[src/rtl/life_cell_gen.sv]
// Registered Life cell with programmable B/S rule, Generations decay,
// saturating age counter and change pulse.
module life_cell_gen #(
    parameter int N_NEIGHBORS = 8,
    parameter int GEN_STATES  = 2,
    parameter int AGE_W       = 4,
    localparam int SW = (GEN_STATES > 2) ? $clog2(GEN_STATES) : 1,
    localparam int CW = $clog2(N_NEIGHBORS + 1)
) (
    input  logic                   clk,
    input  logic                   rst,
    input  logic                   ena,
    input  logic                   load,
    input  logic                   state_init,
    input  logic [N_NEIGHBORS:0]   birth_mask,
    input  logic [N_NEIGHBORS:0]   survive_mask,
    input  logic [N_NEIGHBORS-1:0] neighbors,
    output logic                   alive,
    output logic                   alive_d,
    output logic [SW-1:0]          state_q,
    output logic [AGE_W-1:0]       age,
    output logic                   changed
);

    localparam logic [SW-1:0] ST_DEAD  = '0;
    localparam logic [SW-1:0] ST_ALIVE = SW'(1);
    localparam logic [SW-1:0] ST_DYING = (GEN_STATES > 2) ? SW'(2) : ST_DEAD;
    localparam logic [SW-1:0] ST_LAST  = SW'(GEN_STATES - 1);

    logic [CW-1:0]    count;
    logic [SW-1:0]    nxt;
    logic [SW-1:0]    init_val;
    logic [AGE_W-1:0] age_max;

    always_comb begin
        count = '0;
        for (int i = 0; i < N_NEIGHBORS; i++) begin
            count = count + CW'(neighbors[i]);
        end
    end

    // Anything at or past the last dying state (incl. unreachable codes) wraps to dead.
    always_comb begin
        nxt = ST_DEAD;
        if (state_q == ST_DEAD) begin
            nxt = birth_mask[count] ? ST_ALIVE : ST_DEAD;
        end else if (state_q == ST_ALIVE) begin
            nxt = survive_mask[count] ? ST_ALIVE : ST_DYING;
        end else if (state_q < ST_LAST) begin
            nxt = state_q + SW'(1);
        end
    end

    assign alive_d  = (nxt == ST_ALIVE);
    assign alive    = (state_q == ST_ALIVE);
    assign init_val = SW'(state_init);
    assign age_max  = '1;

    always_ff @(posedge clk or negedge rst) begin
        if (!rst) begin
            state_q <= ST_DEAD;
            age     <= '0;
            changed <= 1'b0;
        end else if (load) begin
            state_q <= init_val;
            age     <= '0;
            changed <= (state_q != init_val);
        end else if (ena) begin
            state_q <= nxt;
            changed <= (nxt != state_q);
            if (state_q == ST_ALIVE && nxt == ST_ALIVE) begin
                if (age != age_max) begin
                    age <= age + AGE_W'(1);
                end
            end else begin
                age <= '0;
            end
        end else begin
            changed <= 1'b0;
        end
    end

endmodule
[config.mk]
export PLATFORM = sky130hd
export DESIGN_NAME = life_cell_gen
export DESIGN_NICKNAME = d
export VERILOG_FILES = /design/src/rtl/life_cell_gen.sv
export SDC_FILE = /design/constraint.sdc
export NUM_CORES = 1
export LEC_CHECK = 0
export ABC_AREA = 1
export BUFFER_PORTS_ARGS = -buffer_cell sky130_fd_sc_hd__buf_2
export CORE_UTILIZATION = 45
export CTS_BUF_LIST = sky130_fd_sc_hd__clkbuf_8
export DETAILED_ROUTE_END_ITERATION = 8
export HOLD_SLACK_MARGIN = 0.08
export PLACE_DENSITY = 0.9
export SLEW_MARGIN = 15
export SYNTH_ARGS = -nofsm -noshare
export SYNTH_HDL_FRONTEND = slang
export SYNTH_SLANG_ARGS = --single-unit
[constraint.sdc]
create_clock -name clk -period 3.9 [get_ports clk]
set_input_delay 0.39 -clock clk [delete_from_list [all_inputs] [get_ports clk]]
set_output_delay 0.39 -clock clk [all_outputs]
set_load 0.1 [all_outputs]
==> results of run 1 <==
[what timing repair did]
item | 4_1_cts | 5_1_grt
hold buffers | 1 | 0
hold endpoints to repair | 6 | 0
gates resized for setup | 18 | 6
pin swaps | 11 | 11
endpoints found under the setup margin | 5 | 5
buffers inserted | 0 | 2
[sequential cells by signal, indices dropped and copies added, names as in the netlist]
| register | count |
|---|---|
| age | 4 |
| alive | 1 |
| changed | 1 |
[metrics by stage]
| step | setup slack, ps | cells | cell area, µm² |
|---|---|---|---|
| 2_1_floorplan | -319 | 104 | 783 |
| 3_3_place_gp | -210 | 159 | 1010 |
| 3_5_place_dp | -353 | 159 | 1010 |
| 4_1_cts | -136 | 163 | 1130 |
| 5_1_grt | -285 | 165 | 1160 |
| 6_report | -129 | 165 | 1160 |
[logic make-up (layout without fill, tap and decap cells)]
kind of cell | Yosys count | after routing | share of synthesized area, %
and+or+nand+nor | 56 | 56 | 37.5
adders and majority gates | 9 | 9 | 19.5
DFF | 6 | 6 | 20.5
AOI/OAI and AO/OA | 8 | 8 | 6.48
xor gates and xnor gates | 2 | 2 | 2.39
buffers and inverters | 23 | 68 | 13.7
[per-layer routing]
metal	up-vias	routed length (µm)	part of all wire (%)	GRT usage, %
met3	10	104	4.8	7.33
li1	423	-	-	-
met4	0	97	4.5	7.50
met1	380	789	37	26.6
met5	-	0	0	0
met2	37	1170	54	47.7
[power by group through the flow]
stage                     Combinational [mW]  Clock, mW  Sequential [mW]
after global placement                 0.485          0           0.0829
final                                  0.566     0.0913           0.0841
after CTS                              0.541     0.0920           0.0833
after global routing                   0.609     0.0970           0.0855
after detailed placement               0.501          0           0.0838
after floorplan                        0.311          0            0.150
[cell type report]
type                            count  area (µm²)
Inverter                           21        93.8
Sequential cell                     6         150
Fill cell                         116         342
Multi-Input combinational cell     75         591
Tap cell                           16        20.0
Clock buffer                        3        41.3
Timing Repair Buffer               44         269
[worst max path at each step]
stage	startpoint	end
6_report	neighbors[3]	alive_d
3_5_place_dp	neighbors[0]	age[2]
3_3_place_gp	neighbors[0]	age[2]
5_1_grt	neighbors[3]	age[2]
4_1_cts	neighbors[3]	alive_d
2_1_floorplan	neighbors[0]	age[2]
[worst max-delay path, delay by kind of cell]
family | cells | cell delay, ps
AND/OR/NAND/NOR | 5 | 470
adder cells (fa/ha/maj) | 5 | 2300
buffers and inverters | 6 | 500
[cell usage in the layout, fill, tap and decap left out, drive strengths merged]
cell type | netlist | final
a21oi | 4 | 4
buf | 2 | 43
nor3b | 2 | 2
nand3 | 19 | 19
nand4 | 2 | 2
nor2 | 4 | 4
fa | 4 | 4
nand3b | 1 | 1
o21ai | 4 | 4
ha | 5 | 5
nor3 | 2 | 2
dfrtp | 6 | 6
dlygate4sd3 | 0 | 1
clkbuf | 0 | 3
xnor2 | 2 | 2
inv | 21 | 21
nand2 | 26 | 26
==> results.yml, run 1 <==
pwr:
  total_leakage_power_nw: 0.620
  p_sw_uw: 405
  clkPwrFrac_pct: 12.3
  comb_power_share_pct: 76.4
  vdd_ir_drop_max_uv: 549
  powerDensity_nw_per_um2: 637
  p_int_uw: 336
  pwr-share-seq_pct: 11.3
  finalPower_uw: 742
  switching_share_pct: 54.6
synth:
  synth_seq_cells: 6
  ys_seq_area_share_pct: 20.5
  syn_area_um2: 733
  ys_types: 23
  synth-async-reset-ratio_pct: 100
  synth_edf_count: 0
  synth_area_leaders: "dfrtp_1 (20%), nand2_1 (13%), nand3_1 (12%)"
  yosysMostFrequentCell: "nand2_1"
  synth_commonest_cells: "nand2_1 (26), inv_1 (19), nand3_1 (18)"
  yosysTopAreaCell: "dfrtp_1"
  avgSynthCellArea_um2: 7.05
  yosys_warnings: 0
  yosysTopAreaCellShare_pct: 20.5
  syn_nets: 144
  synthFlopType: "dfrtp_1"
  syn-instance-count: 104
setup_path:
  end_kind: "output pin"
  cpMostUsedCell: "nand3_2"
  critPathMaxFanout: 6
  crit_path_cell_trace: "buf_6, inv_4, fa_1, fa_1, fa_1, inv_2, ha_4, fa_2, inv_4, nand3_2, nand3_2, nand3_2, nand3_2, nand2_4, buf_6, buf_12"
  arrival_ps: 3640
  critPathKind: "in -> out"
  r2r_slack_ps: 1980
  required_ps: 3510
  cp-start-kind: "input port"
  timing.rr.start: "alive"
  rr_endpoint: "age[1]"
  cp_slowest_cell: "fa_2"
  reg2regPathDepth: 14
  max_stage_delay_ps: 640
run_status:
  status: "finished, violations left"
  violations: "negative setup slack"
routing:
  vias_per_cell: 5.15
  drt_wl_total_um: 2160
  dr_total_vias: 850
  dr.first_iter.drc_count: 14
  dr.pass1.iters: 4
  drc: 0
  wl_per_cell_um: 13.1
  ant_nets: 0
grt:
  grt-ovfl-total: 0
  grt_max_degree: 11
  antenna_found_initial: 0
  track_usage_pct: 25.3
  grt_pass1_vias: 867
  grt_pass1_wl_um: 3460
timing:
  worst_slack_ps: -129
  period_minus_slack_ps: 4030
  report.final.setup_viol: 5
  finalMaxSlewViolations: 0
  slew-limit-headroom_pct: 66.9
  tightest_slew_ps: 501
  fin_skew_ps: 1.52
  fmax_ghz: 0.248
  fin_setup_tns_ps: -479
  grt_setup_unrepaired: "yes"
  fin_crit_sh_pct: 103
  final_hold_viol_count: 0
  whs_ps: 414
floorplanning:
  die_y_um: 42.4
  core_area_um2: 1510
  design.die.area_um2: 1790
  io_pins: 39
  initial_utilization_pct: 48.7
  dieWidth_um: 42.4
  rows: 14
clocking:
  clkTransAtPathRegs_ps: 30
  cts-root-buf: "clkbuf_8"
  cts_max_path_buffers: 2
  cts_tree: "yes"
  numCtsBuffers: 3
  clock_latency_ps: 220
  cts.sinks: 6
  cts-htree-levels: 1
job:
  maxCapViolCount: 0
place:
  dp_hpwl_um: 1580
  io_buffers: 38
  finalWeightedCongestion: 0.822
finish:
  drive_gt1_share_pct: 53.0
  final_core_util_pct: 77.3
  area.growth.synth_to_final_pct: 58.9
  nets: 191
  diodes: 0
min_path:
  hold_depth: 3
  holdPathEnd: "alive"
  hold_path_class: "in -> reg"
  min-delay-start: "state_init"
Note: power is estimated with default switching activity, not from simulation.
==> inputs of run 2 (changes only) <==
Settings changed: RECOVER_POWER set to 50.
==> run 2 against run 1 <==
  * The flow still finishes with violations (negative setup slack)
  * Core utilization fell by 0.17 points
  * Clock-buffer cell count did not move
  * Largest cell class unchanged
  * Fmax barely moved
  * Die area did not move
==> results.yml, run 2 (synthesized netlist as in run 1, its figures left out) <==
run_status:
  status: "finished, violations left"
  violations: "negative setup slack"
clocking:
  cts_max_path_buffers: 2
  clkTransAtPathRegs_ps: 30
  numCtsBuffers: 3
  cts-root-buf: "clkbuf_8"
  cts.sinks: 6
  clock_latency_ps: 220
  cts-htree-levels: 1
  cts_tree: "yes"
routing:
  wl_per_cell_um: 13.1
  drt_wl_total_um: 2160
  dr.first_iter.drc_count: 14
  drc: 0
  dr.pass1.iters: 5
  vias_per_cell: 5.16
  ant_nets: 0
  dr_total_vias: 851
timing:
  period_minus_slack_ps: 4030
  fin_crit_sh_pct: 103
  tightest_slew_ps: 1170
  fin_setup_tns_ps: -490
  report.final.setup_viol: 5
  whs_ps: 414
  slew-limit-headroom_pct: 22.7
  grt_setup_unrepaired: "yes"
  worst_slack_ps: -130
  final_hold_viol_count: 0
  fmax_ghz: 0.248
  fin_skew_ps: 1.47
  finalMaxSlewViolations: 0
grt:
  grt_max_degree: 11
  antenna_found_initial: 0
  track_usage_pct: 25.3
  grt_pass1_vias: 867
  grt-ovfl-total: 0
  grt_pass1_wl_um: 3460
setup_path:
  timing.rr.start: "alive"
  cp-startpoint: "neighbors[3]"
  critPathKind: "in -> out"
  end_kind: "output pin"
  arrival_ps: 3640
  critPathMaxFanout: 6
  required_ps: 3510
  cp-start-kind: "input port"
floorplanning:
  dieWidth_um: 42.4
  core_area_um2: 1510
  rows: 14
  design.die.area_um2: 1790
  io_pins: 39
  die_y_um: 42.4
  initial_utilization_pct: 48.7
finish:
  area.growth.synth_to_final_pct: 58.5
  final_cells: 165
  nets: 191
  drive_gt1_share_pct: 51.7
  layout_common_cells: "buf_2 (33), nand2_1 (24), inv_1 (13)"
  final_common_cell: "buf_2"
  largest_reg_flops: 4
  regMostFlops: "age"
  diodes: 0
pwr:
  finalPower_uw: 741
  total_leakage_power_nw: 0.615
  vdd_ir_drop_max_uv: 549
  powerDensity_nw_per_um2: 637
place:
  dp_hpwl_um: 1580
  place_inst: 159
  place_ws_ps: -353
  io_buffers: 38
  finalWeightedCongestion: 0.822
job:
  maxCapViolCount: 0
min_path:
  min-delay-start: "state_init"
  hold_path_class: "in -> reg"
==> run 2: path summary, 6_finish.rpt <==
kind                            to  slack (ps)  cells past startpoint
setup / recovery           alive_d        -130                     16
hold / removal               alive         410                      3
hold reg to reg             age[1]         550                      2
setup reg to reg            age[1]        1970                     14
max in group asynchronous    alive        3070                      2
min in group asynchronous   age[3]         590                      2
==> run 2: final cells by class <==
cell class | count | area [µm²]
Clock buffer | 3 | 41.3
Fill cell | 117 | 344
Inverter | 21 | 93.8
Multi-Input combinational cell | 75 | 591
Sequential cell | 6 | 150
Tap cell | 16 | 20.0
Timing Repair Buffer | 44 | 267
==> run 2: critical path: stages <==
cell,delay [ps]
buf_6,80
inv_4,30
fa_1,550
fa_1,430
fa_1,520
inv_2,50
ha_4,160
fa_2,640
inv_4,70
nand3_2,90
nand3_2,80
nand3_2,100
nand3_2,90
nand2_4,110
buf_6,110
buf_12,160
==> run 2: metrics by stage <==
stage | instance area [µm²] | util, %
after floorplan | 783 | -
after global placement | 1010 | 67.2
after detailed placement | 1010 | 67.2
after CTS | 1130 | 74.8
after global routing | 1160 | 77.2
final | 1160 | 77.2
==> run 2: layer usage <==
layer  share of wire, %  track usage [%]
met3                5.1             7.33
met2                 54             47.7
met5                  0                0
met1                 37             26.6
met4                4.5             7.50
==> run 2: report_power, final <==
| group | switching [mW] | internal (mW) |
|---|---|---|
| combinational | 0.368 | 0.197 |
| clock | 0.0251 | 0.0662 |
| sequential | 0.0125 | 0.0717 |
| total | 0.406 | 0.335 |
==> run 2: timing repair <==
item,in CTS,in global routing
hold buffers,1,0
pin swaps,11,11
resized for setup,18,6
endpoints found under the setup margin,5,5
setup buffers,0,2
hold endpoints to repair,6,0
